### config.mk
export PLATFORM = sky130hd
export DESIGN_NAME = puf_auth_ctrl
export DESIGN_NICKNAME = d
export VERILOG_FILES = /design/src/rtl/puf_auth_ctrl.sv
export SDC_FILE = /design/constraint.sdc
export NUM_CORES = 1
export LEC_CHECK = 0
export CELL_PAD_IN_SITES_DETAIL_PLACEMENT = 1
export CELL_PAD_IN_SITES_GLOBAL_PLACEMENT = 2
export CORE_ASPECT_RATIO = 1.25
export CORE_MARGIN = 4
export CORE_UTILIZATION = 30
export CTS_CLUSTER_DIAMETER = 200
export DETAILED_ROUTE_END_ITERATION = 7
export GPL_TIMING_DRIVEN = 0
export PLACE_DENSITY = 0.65
export SYNTH_ARGS = -nofsm -noshare
export SYNTH_HDL_FRONTEND = slang
export SYNTH_SLANG_ARGS = --single-unit
### constraint.sdc
create_clock -name clk -period 2.3 [get_ports clk]
set_input_delay 0.69 -clock clk [delete_from_list [all_inputs] [get_ports clk]]
set_output_delay 0.69 -clock clk [all_outputs]
set_load 0.01 [all_outputs]
### src/rtl/puf_auth_ctrl.sv
// Ring-oscillator PUF enrollment / authentication controller.
// Runs NUM_SAMPLES timed measurement windows on the PUF, majority-votes every
// response bit, then either stores the vote as the golden response (enroll)
// or compares it to the golden by Hamming distance (authenticate).
// Ports:
//   clk, rst          clock, synchronous active-high reset
//   start, mode       operation request (mode 0 = enroll, 1 = authenticate)
//   puf_enable        measurement enable towards ro_puf_top
//   puf_response      PUF response, captured on the last cycle of each window
//   busy, done        operation in progress / one-cycle result strobe
//   pass, fail        verdict, held until the next accepted start
//   no_enroll         authenticate requested before any enrollment
//   enrolled          golden response is valid
//   hd, voted         Hamming distance of last authenticate, last voted response
module puf_auth_ctrl #(
    parameter int unsigned RESP_W      = 4,
    parameter int unsigned MEAS_CYCLES = 100,
    parameter int unsigned GAP_CYCLES  = 10,
    parameter int unsigned NUM_SAMPLES = 3,
    parameter int unsigned HD_THRESH   = 1
) (
    input  logic                            clk,
    input  logic                            rst,
    input  logic                            start,
    input  logic                            mode,
    output logic                            puf_enable,
    input  logic [RESP_W-1:0]               puf_response,
    output logic                            busy,
    output logic                            done,
    output logic                            pass,
    output logic                            fail,
    output logic                            no_enroll,
    output logic                            enrolled,
    output logic [$clog2(RESP_W+1)-1:0]     hd,
    output logic [RESP_W-1:0]               voted
);

    localparam int unsigned HD_W    = $clog2(RESP_W + 1);
    localparam int unsigned VOTE_W  = $clog2(NUM_SAMPLES + 1);
    localparam int unsigned IDX_W   = (NUM_SAMPLES > 1) ? $clog2(NUM_SAMPLES) : 1;
    localparam int unsigned CYC_MAX = (MEAS_CYCLES > GAP_CYCLES) ? MEAS_CYCLES : GAP_CYCLES;
    localparam int unsigned CYC_W   = $clog2(CYC_MAX);

    localparam logic [CYC_W-1:0]  MEAS_LAST = CYC_W'(MEAS_CYCLES - 1);
    localparam logic [CYC_W-1:0]  GAP_LAST  = CYC_W'(GAP_CYCLES - 1);
    localparam logic [IDX_W-1:0]  IDX_LAST  = IDX_W'(NUM_SAMPLES - 1);
    localparam logic [VOTE_W-1:0] VOTE_HALF = VOTE_W'(NUM_SAMPLES / 2);
    localparam logic [HD_W-1:0]   HD_MAX    = HD_W'(HD_THRESH);

    typedef enum logic [2:0] {IDLE, MEASURE, GAP, DECIDE, DONE} state_t;

    state_t              state;
    state_t              state_next;
    logic [CYC_W-1:0]    cyc_cnt;
    logic [IDX_W-1:0]    idx;
    logic [VOTE_W-1:0]   votes [RESP_W];
    logic [RESP_W-1:0]   golden;
    logic                mode_q;
    logic                meas_last;
    logic [RESP_W-1:0]   voted_c;
    logic [HD_W-1:0]     hd_c;
    logic                pass_c;

    assign meas_last = (state == MEASURE) && (cyc_cnt == MEAS_LAST);

    // State register
    always_ff @(posedge clk) begin
        if (rst) state <= IDLE;
        else     state <= state_next;
    end

    // Next-state logic
    always_comb begin
        state_next = state;
        case (state)
            IDLE: begin
                if (start) state_next = (!mode || enrolled) ? MEASURE : DONE;
            end
            MEASURE: begin
                if (meas_last) state_next = (idx == IDX_LAST) ? DECIDE : GAP;
            end
            GAP: begin
                if (cyc_cnt == GAP_LAST) state_next = MEASURE;
            end
            DECIDE:  state_next = DONE;
            DONE:    state_next = IDLE;
            default: state_next = IDLE;
        endcase
    end

    // Majority vote and Hamming distance against the golden response
    always_comb begin
        voted_c = '0;
        hd_c    = '0;
        for (int i = 0; i < int'(RESP_W); i++) begin
            voted_c[i] = votes[i] > VOTE_HALF;
            hd_c       = hd_c + HD_W'(golden[i] ^ voted_c[i]);
        end
        pass_c = hd_c <= HD_MAX;
    end

    // Datapath and registered outputs (decoded from the next state so they
    // line up with the state they describe)
    always_ff @(posedge clk) begin
        if (rst) begin
            puf_enable <= 1'b0;
            busy       <= 1'b0;
            done       <= 1'b0;
            pass       <= 1'b0;
            fail       <= 1'b0;
            no_enroll  <= 1'b0;
            enrolled   <= 1'b0;
            hd         <= '0;
            voted      <= '0;
            golden     <= '0;
            mode_q     <= 1'b0;
            cyc_cnt    <= '0;
            idx        <= '0;
            for (int i = 0; i < int'(RESP_W); i++) votes[i] <= '0;
        end else begin
            puf_enable <= (state_next == MEASURE);
            busy       <= (state_next == MEASURE) || (state_next == GAP) || (state_next == DECIDE);
            done       <= (state_next == DONE);
            // Window timer restarts on every state change
            cyc_cnt    <= (state_next != state) ? '0 : cyc_cnt + CYC_W'(1);
            case (state)
                IDLE: begin
                    if (start) begin
                        mode_q <= mode;
                        pass   <= 1'b0;
                        if (!mode || enrolled) begin
                            fail      <= 1'b0;
                            no_enroll <= 1'b0;
                            idx       <= '0;
                            for (int i = 0; i < int'(RESP_W); i++) votes[i] <= '0;
                        end else begin
                            fail      <= 1'b1;
                            no_enroll <= 1'b1;
                        end
                    end
                end
                MEASURE: begin
                    if (meas_last) begin
                        idx <= idx + IDX_W'(1);
                        for (int i = 0; i < int'(RESP_W); i++)
                            votes[i] <= votes[i] + VOTE_W'(puf_response[i]);
                    end
                end
                DECIDE: begin
                    voted <= voted_c;
                    if (!mode_q) begin
                        golden   <= voted_c;
                        enrolled <= 1'b1;
                        pass     <= 1'b1;
                        fail     <= 1'b0;
                    end else begin
                        hd   <= hd_c;
                        pass <= pass_c;
                        fail <= !pass_c;
                    end
                end
                default: ;
            endcase
        end
    end

endmodule

### Yosys cells after proc, flatten, opt, wreduce, memory -nomap -nowiden

Memories as Yosys holds them, arrays and structs flattened.
Cells that the tools add are included.

* register bits after elaboration: 31
* bits in latches: 0
* bits in writable memories: 8
* ROM bits: 0
* input bits: 8
* logic and storage cells: 107
* memories kept: 1

* add/sub/neg operators: 9
* multipliers: 0
* divide/modulo/power cells: 0
* order comparisons: 5
* equal/unequal tests: 14
* shift operators: 0
* mux-type cells: 36
* bitwise logic cells: 13
* reductions and logical operators: 15

Memory list
* votes: depth 4, bits a word 2, rd ports 4, clocked after Yosys merged registers in 0, wr ports 4, RTL line 56 `logic [VOTE_W-1:0] votes [RESP_W];`

Operator list (count)
* 2-bit two-way mux: 11
* 1-bit two-way mux: 17
* 3-bit by 2-bit equality test with 1-bit output (second input constant): 4
* 3-bit two-way mux: 4
* 3-bit one-hot mux with 4 select lines: 1
* 2-bit by 1-bit adder with 2-bit output: 4
* 2-bit by 1-bit > comparator with 1-bit output (second input constant): 4
* 1-bit OR: 8
* 2-bit AND reduction: 4
* 7-bit by 1-bit adder with 7-bit output (second input constant): 1
* 7-bit by 4-bit equality test with 1-bit output (second input constant): 1
* 7-bit equality test (second input constant): 1
* 3-bit by 1-bit equality test with 1-bit output (second input constant): 2
* 2-bit inequality test (second input constant): 3
* 1-bit one-hot mux with 2 select lines: 2
* 2-bit one-hot mux with 2 select lines: 1
* 4-bit AND reduction: 1
* 2-bit nonzero test: 2
* 1-bit XOR: 4
* 2-bit by 1-bit adder with 3-bit output: 1
* 3-bit by 1-bit adder with 3-bit output: 1
* 3-bit equality test (second input constant): 1
* 3-bit by 1-bit <= comparator with 1-bit output (second input constant): 1
* 3-bit logical NOT: 1
* other kinds (9): 12

### Depth between registers and ports, before layout

* word-level depth: 9
* depth in mapped cells: 10

### Least setup slack after synthesis

No wires, ideal clock.

* kind: register to register
* start: memory votes[0][1] in the netlist's numbering
* end: register fail
* library setup time: 0.131 ns
* arrival time: 1.771 ns
* path slack: 0.398 ns
* cell stages (with the launch flop): 10
* buffers on the path: 0
* period minus slack after synthesis: 1.902 ns
* cells stage by stage: edfxtp_1 xnor2_1 fa_1 inv_1 ha_1 inv_1 ha_1 inv_1 a21oi_1 nor3_1

RTL lines
* start: declaration: RTL line 56
* end signal: assignment: RTL line 159 `fail <= !pass_c;`
* end: declaration: RTL line 31 `output logic fail,`

==> flow_summary_export.csv <==
group,metric,value,unit
drt,avgViaCountPerCell,4.63,
timing,period_minus_slack,2.16,ns
setup_path,end_kind,"flip-flop",
logic_synthesis,synth_edf_count,6,
floorplan,initial_core_util,31.3,%
timing,fin_skew,0.00481,ns
floorplan,core,0.00586,mm2
timing,hold_violations,0,
worst_hold_path,holdCritPathClass,"flip-flop to flip-flop",
power,p_leak,0.875,nW
logic_synthesis,yosysWarnings,0,
power,vdd_drop_max,0.000306,V
drt,dr_total_vias,1366,
floorplan,dieWidth,78.0,um
timing,relSlewSlack,62.8,%
finish,area_growth_syn_to_layout,21.9,%
logic_synthesis,synth_cells,184,
timing,drv_slew,0,
cts,cts_root_buf,"clkbuf_8",
flow_run,max_cap_violations,0,
floorplan,die_h,95.5,um
timing,max_freq,462,MHz
power,p_per_area,587,mW/mm2
logic_synthesis,ys_ff_latch,39,
floorplan,die_area,0.00744,mm2
cts,numCtsBuffers,5,
cts,clock_path_buffers,2,
setup_path,cp.arrival,2.16,ns
global_routing,globalRouteOverflowTotal,0,
finish,mostFrequentLayoutCells,"33 x dfxtp_1, 28 x nor2_1, 21 x clkdlybuf4s50_1",
drt,drt-total-wl,4230,um
floorplan,rows,31,
timing,worstMarginPinSlew,0.556,ns
finish,nFillCells,666,
finish,final_nets,231,
cts,htree_levels,2,
setup_path,crit_required,2.30,ns
place,gp_congestion,0.723,
logic_synthesis,syn_area,0.00184,mm2
finish,drive_gt1_share,9.39,%
floorplan,ioPinCount,22,
place,dp_hpwl,3380,um
cts,cts.sinks,39,
global_routing,antenna_found_initial,0,
logic_synthesis,seq_area_frac_synth,45.8,%
timing,period_share,94.1,%
setup_path,critPathMaxFanout,6,
cts,ctsHoldBuffers,0,
timing,tns,0,ns
global_routing,grt_pass1_vias,1461,
finish,final_common_cell,"dfxtp_1",
status,outcome,"finished clean",
logic_synthesis,syn-num-nets,203,
logic_synthesis,async_reset_ff_share,0,%
logic_synthesis,synth_ff_type,"dfxtp_1",
cts,path_clk_slew,0.08,ns
setup_path,critical_path_class,"primary input to flip-flop",
drt,drtIter0Drc,28,
drt,wl_per_cell,14.3,um
drt,ant_nets,0,
setup_path,cp-start-kind,"primary input",
timing,setup-violations-final,0,
cts,cts_tree,"yes",
logic_synthesis,synth_cell_types,45,
global_routing,grt_pass1_wl,7380,um
cts,cts_setup_buffers,0,
timing,grt_setup_unrepaired,"false",
drt,drc,0,
finish,antenna_cells,0,
cts,clk_latency,0.28,ns
global_routing,grt_max_degree,12,
place,port_buffers,21,
cts,post_cts_resized,0,
logic_synthesis,avgSynthCellArea,9.98,um2
drt,dr.pass1.iters,2,
finish,fin_util,38.2,%
global_routing,grt_usage,12.7,%
-- sequential cells by signal, summed over array words and instances (netlist names) --
| name | flops |
|---|---|
| done | 1 |
| votes | 8 |
| cyc_cnt | 7 |
| state | 3 |
| fail | 1 |
| hd | 3 |
| no_enroll | 1 |
| mode_q | 1 |
| golden | 4 |
| puf_enable | 1 |
| pass | 1 |
| busy | 1 |
| enrolled | 1 |
| idx | 2 |
| voted | 4 |
-- synthesized netlist by cell type, drive strengths merged, types with 4 or more instances --
| cell type | number | share of area (%) |
|---|---|---|
| a21oi | 9 | 2.5 |
| and2 | 6 | 2.0 |
| dfxtp | 33 | 36 |
| edfxtp | 6 | 9.8 |
| ha | 10 | 6.8 |
| inv | 8 | 1.6 |
| mux2i | 8 | 4.4 |
| nand2 | 9 | 1.8 |
| nand3 | 8 | 2.5 |
| nor2 | 29 | 6.1 |
| o21ai | 6 | 1.6 |
| xnor2 | 9 | 4.3 |
| xor2 | 4 | 1.9 |
-- path summary, 6_finish.rpt --
| path | startpoint | end | slack, ns | cells after the start |
|---|---|---|---|---|
| setup / recovery | start | votes[0][1] | 0.14 | 5 |
| hold / removal | no_enroll | no_enroll | 0.46 | 2 |
| setup reg to reg | votes[3][1] | pass | 0.20 | 10 |
| hold reg to reg | no_enroll | no_enroll | 0.46 | 2 |
-- final cells by class --
type / count / area [um2] / share of cell area, %
flip-flops and latches: 39 / 841 / 37.6
repair buffers: 21 / 210 / 9.39
clock inverters: 1 / 3.75 / 0.168
inverters: 8 / 30.0 / 1.34
plain buffers: 6 / 45.0 / 2.01
multi-input cells: 131 / 920 / 41.1
well taps: 82 / 103 / 4.58
clock buffers: 7 / 86.3 / 3.86
-- kinds of logic (layout without fill, tap and decap cells) --
logic type / Yosys count / in the layout / synth area share (%)
DFF: 39 / 39 / 45.8
and+or+nand+nor: 74 / 74 / 22.4
buffers and inverters: 14 / 43 / 4.09
AOI/OAI and AO/OA: 25 / 25 / 9.27
xor gates and xnor gates: 13 / 13 / 6.20
adders and majority gates: 11 / 11 / 7.91
muxes: 8 / 8 / 4.36
-- metal layers --
layer | part of all wire, % | vias up | global-route usage [%]
met4 | 1.3 | 0 | 4.08
met3 | 2.8 | 5 | 3.21
met1 | 41 | 653 | 14.0
li1 | - | 691 | -
met5 | 0 | - | 0
met2 | 55 | 17 | 23.9
-- where the power goes --
| group | switching (mW) | internal [mW] |
|---|---|---|
| Clock | 0.230 | 0.240 |
| Combinational | 0.0609 | 0.0585 |
| Sequential | 0.0144 | 0.710 |
| Total | 0.305 | 1.01 |
-- per-stage QoR --
stage	cell area, um2	setup WS, ns	hold slack, ns	cells	total power [mW]
3_5_place_dp	2150	-0.181	0.454	287	0.862
4_1_cts	2240	0.130	0.468	295	1.34
3_3_place_gp	2150	-0.154	0.444	287	0.858
2_1_floorplan	1840	0.398	0.430	184	0.809
6_report	2240	0.135	0.463	295	1.31
5_1_grt	2240	0.00931	0.490	295	1.39
-- critical path: stages --
cell	delay (ns)
clkdlybuf4s50_1	0.47
or3b_4	0.41
nand3b_4	0.19
or2b_2	0.23
nand2b_1	0.17
Note: power is estimated with default switching activity, not from simulation.
